### src/rtl/fetch_pkg.sv
`default_nettype none
// ============================================================================
// Module      : fetch_pkg
// Description : Shared types and constants for the instruction fetch unit.
// Revision    : 1.0 - initial release
// ============================================================================
package fetch_pkg;

   typedef enum logic [1:0] {
      FETCH   = 2'd0,
      HOLD    = 2'd1,
      DISCARD = 2'd2,
      HALT    = 2'd3
   } fetch_state_t;

   typedef struct packed {
      logic [31:0] pc;
      logic [31:0] instr;
   } fetch_entry_t;

   localparam logic [31:0] PC_STEP       = 32'd4;
   localparam int unsigned DEPTH_DEFAULT = 2;

endpackage
`default_nettype wire

### src/rtl/instr_fetch_if.sv
`default_nettype none
// ============================================================================
// Module      : instr_fetch_if
// Description : Memory, redirect and consumer signals of the fetch unit.
// Revision    : 1.0 - initial release
// ============================================================================
interface instr_fetch_if;
   logic        imem_req;
   logic [31:0] imem_addr;
   logic        imem_ack;
   logic [31:0] imem_rdata;
   logic        redirect;
   logic [31:0] redirect_pc;
   logic        instr_valid;
   logic        instr_ready;
   logic [31:0] instr;
   logic [31:0] instr_pc;
   logic [5:0]  op;
   logic [5:0]  funct;
   logic        misalign_err;

   modport master (
      output imem_req, imem_addr, instr_valid, instr, instr_pc, op, funct, misalign_err,
      input  imem_ack, imem_rdata, redirect, redirect_pc, instr_ready
   );

   modport slave (
      input  imem_req, imem_addr, instr_valid, instr, instr_pc, op, funct, misalign_err,
      output imem_ack, imem_rdata, redirect, redirect_pc, instr_ready
   );
endinterface
`default_nettype wire

### src/rtl/fetch_buffer.sv
`default_nettype none
// ============================================================================
// Module      : fetch_buffer
// Description : Two-entry instruction FIFO with flush; no write-to-read bypass.
// Revision    : 1.0 - initial release
// ============================================================================
module fetch_buffer
   import fetch_pkg::*;
#(
   parameter int unsigned DEPTH = DEPTH_DEFAULT
) (
   input  logic         clk,
   input  logic         reset_n,
   input  logic         push,
   input  logic         pop,
   input  logic         flush,
   input  fetch_entry_t din,
   output logic [1:0]   count,
   output fetch_entry_t head
);
   localparam logic [1:0] c_depth = 2'(DEPTH);

   fetch_entry_t r_mem [2];
   logic         r_wptr;
   logic         r_rptr;
   logic [1:0]   r_count;
   logic         w_pop;
   logic         w_push;

   assign w_pop  = pop & (r_count != 2'd0);
   assign w_push = push & ((r_count != c_depth) | w_pop);

   always_ff @(posedge clk) begin
      if (!reset_n || flush) begin
         r_wptr  <= 1'b0;
         r_rptr  <= 1'b0;
         r_count <= 2'd0;
      end else begin
         if (w_push) r_wptr <= ~r_wptr;
         if (w_pop)  r_rptr <= ~r_rptr;
         r_count <= r_count + {1'b0, w_push} - {1'b0, w_pop};
      end
   end

   always_ff @(posedge clk) begin
      if (w_push) r_mem[r_wptr] <= din;
   end

   assign count = r_count;
   assign head  = r_mem[r_rptr];
endmodule
`default_nettype wire

### src/rtl/instr_fetch.sv
`default_nettype none
// ============================================================================
// Module      : instr_fetch
// Description : Instruction fetch FSM with 2-entry buffer and redirect flush.
//               Optional FETCH_ALIGN_CHECK_EN halts on misaligned redirects.
// Revision    : 1.0 - initial release
// ============================================================================
module instr_fetch
   import fetch_pkg::*;
#(
   parameter logic [31:0] RESET_PC = 32'h0000_0000,
   parameter int unsigned DEPTH    = DEPTH_DEFAULT
) (
   input  logic          clk,
   input  logic          reset_n,
   instr_fetch_if.master bus
);
   localparam logic [1:0] c_depth = 2'(DEPTH);

   fetch_state_t r_state;
   logic         r_req;
   logic         r_err;
   logic [31:0]  r_addr;
   logic [31:0]  r_pc;
   logic [1:0]   w_count;
   fetch_entry_t w_head;
   fetch_entry_t w_din;
   logic         w_ack;
   logic         w_valid;
   logic         w_pop;
   logic         w_push;
   logic         w_full_next;
   logic         w_misalign;
   logic [31:0]  w_tgt;
   logic [31:0]  w_instr;

`ifdef FETCH_ALIGN_CHECK_EN
   assign w_tgt      = bus.redirect_pc;
   assign w_misalign = bus.redirect & (bus.redirect_pc[1:0] != 2'b00);
`else
   assign w_tgt      = bus.redirect_pc & ~32'h3;
   assign w_misalign = 1'b0;
`endif

   // An ack only counts against a request this unit is currently presenting.
   assign w_ack       = bus.imem_ack & r_req;
   assign w_valid     = (w_count != 2'd0);
   assign w_pop       = w_valid & bus.instr_ready;
   assign w_push      = w_ack & (r_state == FETCH) & ~bus.redirect;
   assign w_full_next = w_push & ~w_pop & ((w_count + 2'd1) >= c_depth);
   assign w_din       = '{pc: r_addr, instr: bus.imem_rdata};

   fetch_buffer #(.DEPTH(DEPTH)) u_buffer (
      .clk     (clk),
      .reset_n (reset_n),
      .push    (w_push),
      .pop     (w_pop),
      .flush   (bus.redirect),
      .din     (w_din),
      .count   (w_count),
      .head    (w_head)
   );

   // r_addr is what is on the bus; r_pc is the next target, which diverges
   // from r_addr only while DISCARD waits for the abandoned request's ack.
   always_ff @(posedge clk) begin
      if (!reset_n) begin
         r_state <= FETCH;
         r_req   <= 1'b0;
         r_err   <= 1'b0;
         r_addr  <= RESET_PC;
         r_pc    <= RESET_PC;
      end else if (r_state == HALT) begin
         r_req <= 1'b0;
      end else if (w_misalign) begin
         r_state <= HALT;
         r_req   <= 1'b0;
         r_err   <= 1'b1;
      end else if (bus.redirect) begin
         r_pc  <= w_tgt;
         r_req <= 1'b1;
         if (r_req && !bus.imem_ack) begin
            r_state <= DISCARD;
         end else begin
            r_state <= FETCH;
            r_addr  <= w_tgt;
         end
      end else begin
         case (r_state)
            FETCH: begin
               if (w_ack) begin
                  r_addr <= r_addr + PC_STEP;
                  r_pc   <= r_addr + PC_STEP;
                  if (w_full_next) begin
                     r_state <= HOLD;
                     r_req   <= 1'b0;
                  end else begin
                     r_req   <= 1'b1;
                  end
               end else begin
                  r_req <= 1'b1;
               end
            end
            HOLD: begin
               if (w_pop) begin
                  r_state <= FETCH;
                  r_req   <= 1'b1;
               end
            end
            DISCARD: begin
               if (w_ack) begin
                  r_state <= FETCH;
                  r_addr  <= r_pc;
               end
            end
            default: begin
               r_state <= FETCH;
               r_req   <= 1'b0;
            end
         endcase
      end
   end

   assign w_instr          = w_valid ? w_head.instr : 32'h0;
   assign bus.imem_req     = r_req;
   assign bus.imem_addr    = r_addr;
   assign bus.instr_valid  = w_valid;
   assign bus.instr        = w_instr;
   assign bus.instr_pc     = w_valid ? w_head.pc : 32'h0;
   assign bus.op           = w_instr[31:26];
   assign bus.funct        = w_instr[5:0];
   assign bus.misalign_err = r_err;
endmodule
`default_nettype wire
### src/flat_wrapper.sv
// flat-port wrapper written by rule: the top's interface ports become plain ports
module instr_fetch_flat import fetch_pkg::*;
#(
   parameter logic [31:0] RESET_PC = 32'h0000_0000,
   parameter int unsigned DEPTH    = DEPTH_DEFAULT
)
  (clk, reset_n, bus_imem_req, bus_imem_addr, bus_instr_valid, bus_instr, bus_instr_pc, bus_op, bus_funct, bus_misalign_err, bus_imem_ack, bus_imem_rdata, bus_redirect, bus_redirect_pc, bus_instr_ready);
  instr_fetch_if bus_i ();
  input  logic clk;
  input  logic reset_n;
  output wire logic [$bits(bus_i.imem_req)-1:0] bus_imem_req;
  output wire logic [$bits(bus_i.imem_addr)-1:0] bus_imem_addr;
  output wire logic [$bits(bus_i.instr_valid)-1:0] bus_instr_valid;
  output wire logic [$bits(bus_i.instr)-1:0] bus_instr;
  output wire logic [$bits(bus_i.instr_pc)-1:0] bus_instr_pc;
  output wire logic [$bits(bus_i.op)-1:0] bus_op;
  output wire logic [$bits(bus_i.funct)-1:0] bus_funct;
  output wire logic [$bits(bus_i.misalign_err)-1:0] bus_misalign_err;
  input wire logic [$bits(bus_i.imem_ack)-1:0] bus_imem_ack;
  input wire logic [$bits(bus_i.imem_rdata)-1:0] bus_imem_rdata;
  input wire logic [$bits(bus_i.redirect)-1:0] bus_redirect;
  input wire logic [$bits(bus_i.redirect_pc)-1:0] bus_redirect_pc;
  input wire logic [$bits(bus_i.instr_ready)-1:0] bus_instr_ready;
  assign bus_imem_req = bus_i.imem_req;
  assign bus_imem_addr = bus_i.imem_addr;
  assign bus_instr_valid = bus_i.instr_valid;
  assign bus_instr = bus_i.instr;
  assign bus_instr_pc = bus_i.instr_pc;
  assign bus_op = bus_i.op;
  assign bus_funct = bus_i.funct;
  assign bus_misalign_err = bus_i.misalign_err;
  assign bus_i.imem_ack = bus_imem_ack;
  assign bus_i.imem_rdata = bus_imem_rdata;
  assign bus_i.redirect = bus_redirect;
  assign bus_i.redirect_pc = bus_redirect_pc;
  assign bus_i.instr_ready = bus_instr_ready;
  instr_fetch #(.RESET_PC(RESET_PC), .DEPTH(DEPTH)) u_core (.clk(clk), .reset_n(reset_n), .bus(bus_i));
endmodule
### config.mk
export PLATFORM = sky130hd
export DESIGN_NAME = instr_fetch_flat
export DESIGN_NICKNAME = d
export VERILOG_FILES = /design/src/rtl/fetch_pkg.sv /design/src/rtl/instr_fetch_if.sv /design/src/rtl/fetch_buffer.sv /design/src/rtl/instr_fetch.sv /design/src/flat_wrapper.sv
export SDC_FILE = /design/constraint.sdc
export NUM_CORES = 1
export LEC_CHECK = 0
export BUFFER_PORTS_ARGS = -buffer_cell sky130_fd_sc_hd__buf_2
export CAP_MARGIN = 20
export CORE_MARGIN = 2
export CORE_UTILIZATION = 30
export DETAILED_ROUTE_END_ITERATION = 16
export GPL_TIMING_DRIVEN = 0
export PLACE_DENSITY_LB_ADDON = 0.08
export SYNTH_ARGS = -nofsm -noshare
export SYNTH_HDL_FRONTEND = slang
export SYNTH_SLANG_ARGS = --single-unit
### constraint.sdc
create_clock -name clk -period 8.2 [get_ports clk]
set_clock_uncertainty 0.05 [all_clocks]
set_input_delay 0.41 -clock clk [delete_from_list [all_inputs] [get_ports clk]]
set_output_delay 0.41 -clock clk [all_outputs]
set_load 0.02 [all_outputs]
* Word level (Yosys, flattened, before mapping) *
Memories as Yosys holds them, arrays and structs flattened. A register that Yosys moved wholly into a read port is not among the register bits.
Cells that the tools add are included.
Widths: inputs -> output; s select.

storage, ports and cells
  register bits after elaboration = 71
  memory bits (writable) = 128
  input bits = 69
  output and inout port bits = 111
  word-level logic and storage cells = 77
  memories kept = 1

operators by class
  $add $sub $neg = 4
  $lt $le $gt $ge = 1
  equal/unequal tests = 10
  muxes and demuxes = 25
  bitwise operators = 15
  reduce and logical (&&, ||, !) cells = 14

memory list
  memory                 words  width  read ports  clocked after Yosys merged registers in  wr ports  line                source
  u_core.u_buffer.r_mem  2      64     1           1                                        1         fetch_buffer.sv:23  fetch_entry_t r_mem [2];

operator list
  kind                   number
  $mux 32                8
  $pmux 32 s2            1
  $add 32x3->32 const B  1
  $mux 2                 6
  $reduce_and 5->1       2
  $ne 3x2->1 const B     3
  $and 1x1->1            8
  $mux 1                 8
  $ne 2x2->1 const B     3
  $not 1->1              6
  $pmux 2 s3             1
  $reduce_bool 2->1      3
  $eq 2x2->1 const B     2
  $ne 3x3->1 const B     1
  $pmux 1 s3             1
  $reduce_and 3->1       1
  $reduce_bool 3->1      1
  $add 2x1->2            1
  $add 2x1->2 const B    1
  $eq 2x1->1 const B     1
  $ge 2x2->1 const B     1
  $logic_not 1->1        2
  $logic_not 2->1        1
  $reduce_and 2->1       1
  5 further kinds        5

* Depth between registers and ports, before layout *
  depth after elaboration = 9
  gate-level depth with buffers = 11
  mapped depth without buffers = 11

* Hierarchy *
A second synthesis with hierarchy kept.

unflattened totals
  cells, all modules = 830
  area total of the unflattened synthesis = 9481.6 µm²

modules (own cells, without submodules)
  module        instances  cells each  area an instance (µm²)  sequential area each (µm²)
  fetch_buffer  1          228         4867.2                  3943.8
  instr_fetch   1          602         4614.4                  1341.3

* Worst setup path before layout *
No wires, ideal clock.

  path kind = input to register
  from = input port bus_redirect
  to = memory u_core.u_buffer.r_mem[0][0] in the netlist's numbering (enable)
  setup time = 486 ps
  arrival time = 4009 ps
  required time = 7664 ps
  path slack = 3655 ps
  stages = 6
  path buffers = 2
  cell sequence = buf_2 -> and4bb_2 -> and2_1 -> clkbuf_1 -> nand2_1 -> nor2_1

between the ends
  cells in the longest elaborated chain, start to end = 5

RTL lines
  element                       line                source
  start, declared               flat_wrapper.sv:21  input wire logic [$bits(bus_i.redirect)-1:0] bus_redirect;
  $not 1->1                     instr_fetch.sv:49   assign w_push = w_ack & (r_state == FETCH) & ~bus.redirect;
  $and 1x1->1                   instr_fetch.sv:49
  $and 1x1->1                   fetch_buffer.sv:31  assign w_push = push & ((r_count != c_depth) | w_pop);
  $mux 1                        fetch_buffer.sv:46  if (w_push) r_mem[r_wptr] <= din;
  $mux 1 (implied by the code)  fetch_buffer.sv:46
  end, declared                 fetch_buffer.sv:23

Every way passes these cells.

==> flow_metrics.tcl <==
set metrics [dict create \
    fillers 3128 \
    max_stage_delay_ns 0.72 \
    layout_common_cells "188 x buf_2, 128 x edfxtp_1, 98 x nand2_1" \
    ir_worst_vdd_mv 0.126 \
    final_area_um2 11400 \
    cts_tree "yes" \
    port-buffer-count 174 \
    timing.fmax_mhz 308 \
    cts_buffer_depth 2 \
    critPathLaunchType "flip-flop" \
    crit_family "buffers and inverters" \
    drt_iter0_markers 511 \
    grt_pass1_vias 7080 \
    seqCellArea_um2 5290 \
    overflow 0 \
    synth_xor_area_frac 0.0188 \
    avgRoutedWirePerCell_um 20.4 \
    ys_async_sr_fraction 0 \
    worstMarginPinSlew_ns 0.969 \
    yosys_warnings 0 \
    ys_types 69 \
    firstDrtPassIters 8 \
    synth_top_family_by_area "simple AND/OR/NAND/NOR gates" \
    antenna_found_initial 0 \
    critPathKind "flip-flop to output port" \
    layout_commonest_cell "buf_2" \
    cp_cell_sequence "clkbuf_1 > buf_1 > mux2i_1 > nor2_1 > buf_4 > buf_2" \
    drc 0 \
    synth_compound_area_frac 0.123 \
    die_w_um 180 \
    hold_buffers 0 \
    synth_nets 937 \
    ys_ff_latch 200 \
    vias 7372 \
    synth_mux_area_frac 0.0769 \
    final.min_clock_period_ns 3.25 \
    setup_viol 0 \
    critPathSlowestCell "clkbuf_1" \
    end_kind "output port" \
    drive_above_1_share 0.246 \
    grt_pass1_wl_um 44700 \
    fin_ws_ns 4.95 \
    num_io_pins 180 \
    synth_top_flop_cell "edfxtp_1" \
    status "completed" \
    antennaDiodeCount 0 \
    cp_data_arrival_time_ns 2.79 \
    crit_required_ns 7.74 \
    cts-buffers-inserted 17 \
    maxSlewHeadroom 0.354 \
    synthCells 863 \
    gp_congestion 0.835 \
    htree_levels 4 \
    power_leakage_uw 0.00422 \
    start_util 0.304 \
    finalCritPeriodShare 0.396 \
    multi_input_area_um2 3640 \
    clkSinkCount 200 \
    grt_max_degree 35 \
    synth_edf_count 128 \
    cts_setup_buffers 0 \
    cp_num_buf_inv 4 \
    clk_pin_slew_ns 0.08 \
    antenna_left 0 \
    cts_resized 0 \
    fin_util 0.372 \
    yosysSeqAreaShare 0.568 \
    dieArea_um2 32500 \
    track_usage 0.181 \
    synth-simple-area-share 0.164 \
    dp_hpwl_um 20700 \
    hold_class "input pin to flip-flop" \
    fin_nets 1133 \
    critPathMaxFanout 10 \
    routed_wl_um 29900 \
    power.density_nw_per_um2 199 \
    hold_viol 0 \
    rows 64 \
    synth.avg_cell_area_um2 10.8 \
    clock-root-buffer "clkbuf_16" \
    rsz0062_at_grt "no" \
    drt-vias-per-instance 5.02 \
    area_growth_pct 22.2 \
    cap_violations 0 \
    syn_area_um2 9310 \
    dp_slack_ns 5.19 \
    drv_slew 0 \
    core_um2 30600 \
    insertion_delay_ns 0.45 \
    synthAdderAreaFrac 0.00672 \
    die_y_um 180 \
    post_dp_cell_area_um2 10800 \
    fin_setup_tns_ns 0 \
]
cell families after synthesis:
group / after synthesis
simple gates: 306
flops: 200
compound gates: 176
buf+inv: 84
mux: 71
xor+xnor: 20
fa+ha+maj: 5
other cells: 1
worst paths after layout:
| check | to | start | depth (start not counted) | slack (ns) |
|---|---|---|---|---|
| worst max-delay path | bus_op[2] | flip-flop | 6 | 4.95 |
| worst min-delay path | u_core.u_buffer.r_mem[0][5]$_DFFE_PP_ | bus_imem_rdata[5] | 1 | 0.10 |
| worst max register to register | u_core.u_buffer.r_mem[1][28]$_DFFE_PP_ | u_core.r_state[1]$_SDFFE_PN0P_ | 7 | 5.28 |
| worst min register to register | u_core.r_pc[0]$_SDFFE_PN0P_ | u_core.r_pc[0]$_SDFFE_PN0P_ | 2 | 0.42 |
flip-flops by register name (all words and copies together), names as in the netlist, named ones only:
register and count:
u_core.bus.imem_addr 32, u_core.u_buffer.r_wptr 1, u_core.r_pc 32, u_core.u_buffer.r_rptr 1, u_core.u_buffer.count 2, u_core.bus.imem_req 1
u_core.u_buffer.r_mem 128, u_core.r_state 2
metal layers:
layer / global-route usage / wire, um / vias up
li1: - / - / 3554
met1: 0.253 / 14100 / 3550
met2: 0.297 / 13900 / 243
met3: 0.0295 / 1570 / 25
met4: 0.0390 / 383 / 0
met5: 0 / 0 / -
power by group:
group          internal [uW]  total (uW)  switching, uW
Sequential              1110        1140           34.1
Clock                    445         888            444
Combinational           79.0         233            154
layout make-up:
cell class | instances | share of cell area
flip-flops and latches | 200 | 0.464
multi-input cells | 579 | 0.320
repair buffers | 177 | 0.0818
well taps | 396 | 0.0435
clock buffers | 17 | 0.0374
plain buffers | 73 | 0.0310
clock inverters | 15 | 0.0180
inverters | 11 | 0.00363
through the flow:
step	total power, uW	hold WS (ns)	instances
3_3_place_gp	1400	0.390	1433
3_5_place_dp	1400	0.400	1436
4_1_cts	2280	0.0826	1468
2_1_floorplan	1290	0.375	863
6_report	2260	0.102	1468
5_1_grt	2350	0.0835	1468
synth_stat cells (13+ instances only):
cell      number  area [um2]
xnor2_1       13         114
nand3_1       25         125
mux2i_1       67         671
nor2_1        94         353
buf_2         14        70.1
clkbuf_1      38         143
a21oi_1       40         200
o21ai_0       50         250
o211ai_1      20         150
dfxtp_1       72        1440
nand2_1       98         368
edfxtp_1     128        3840
buf_4         14         105
Power figures use the tool's default switching activity.
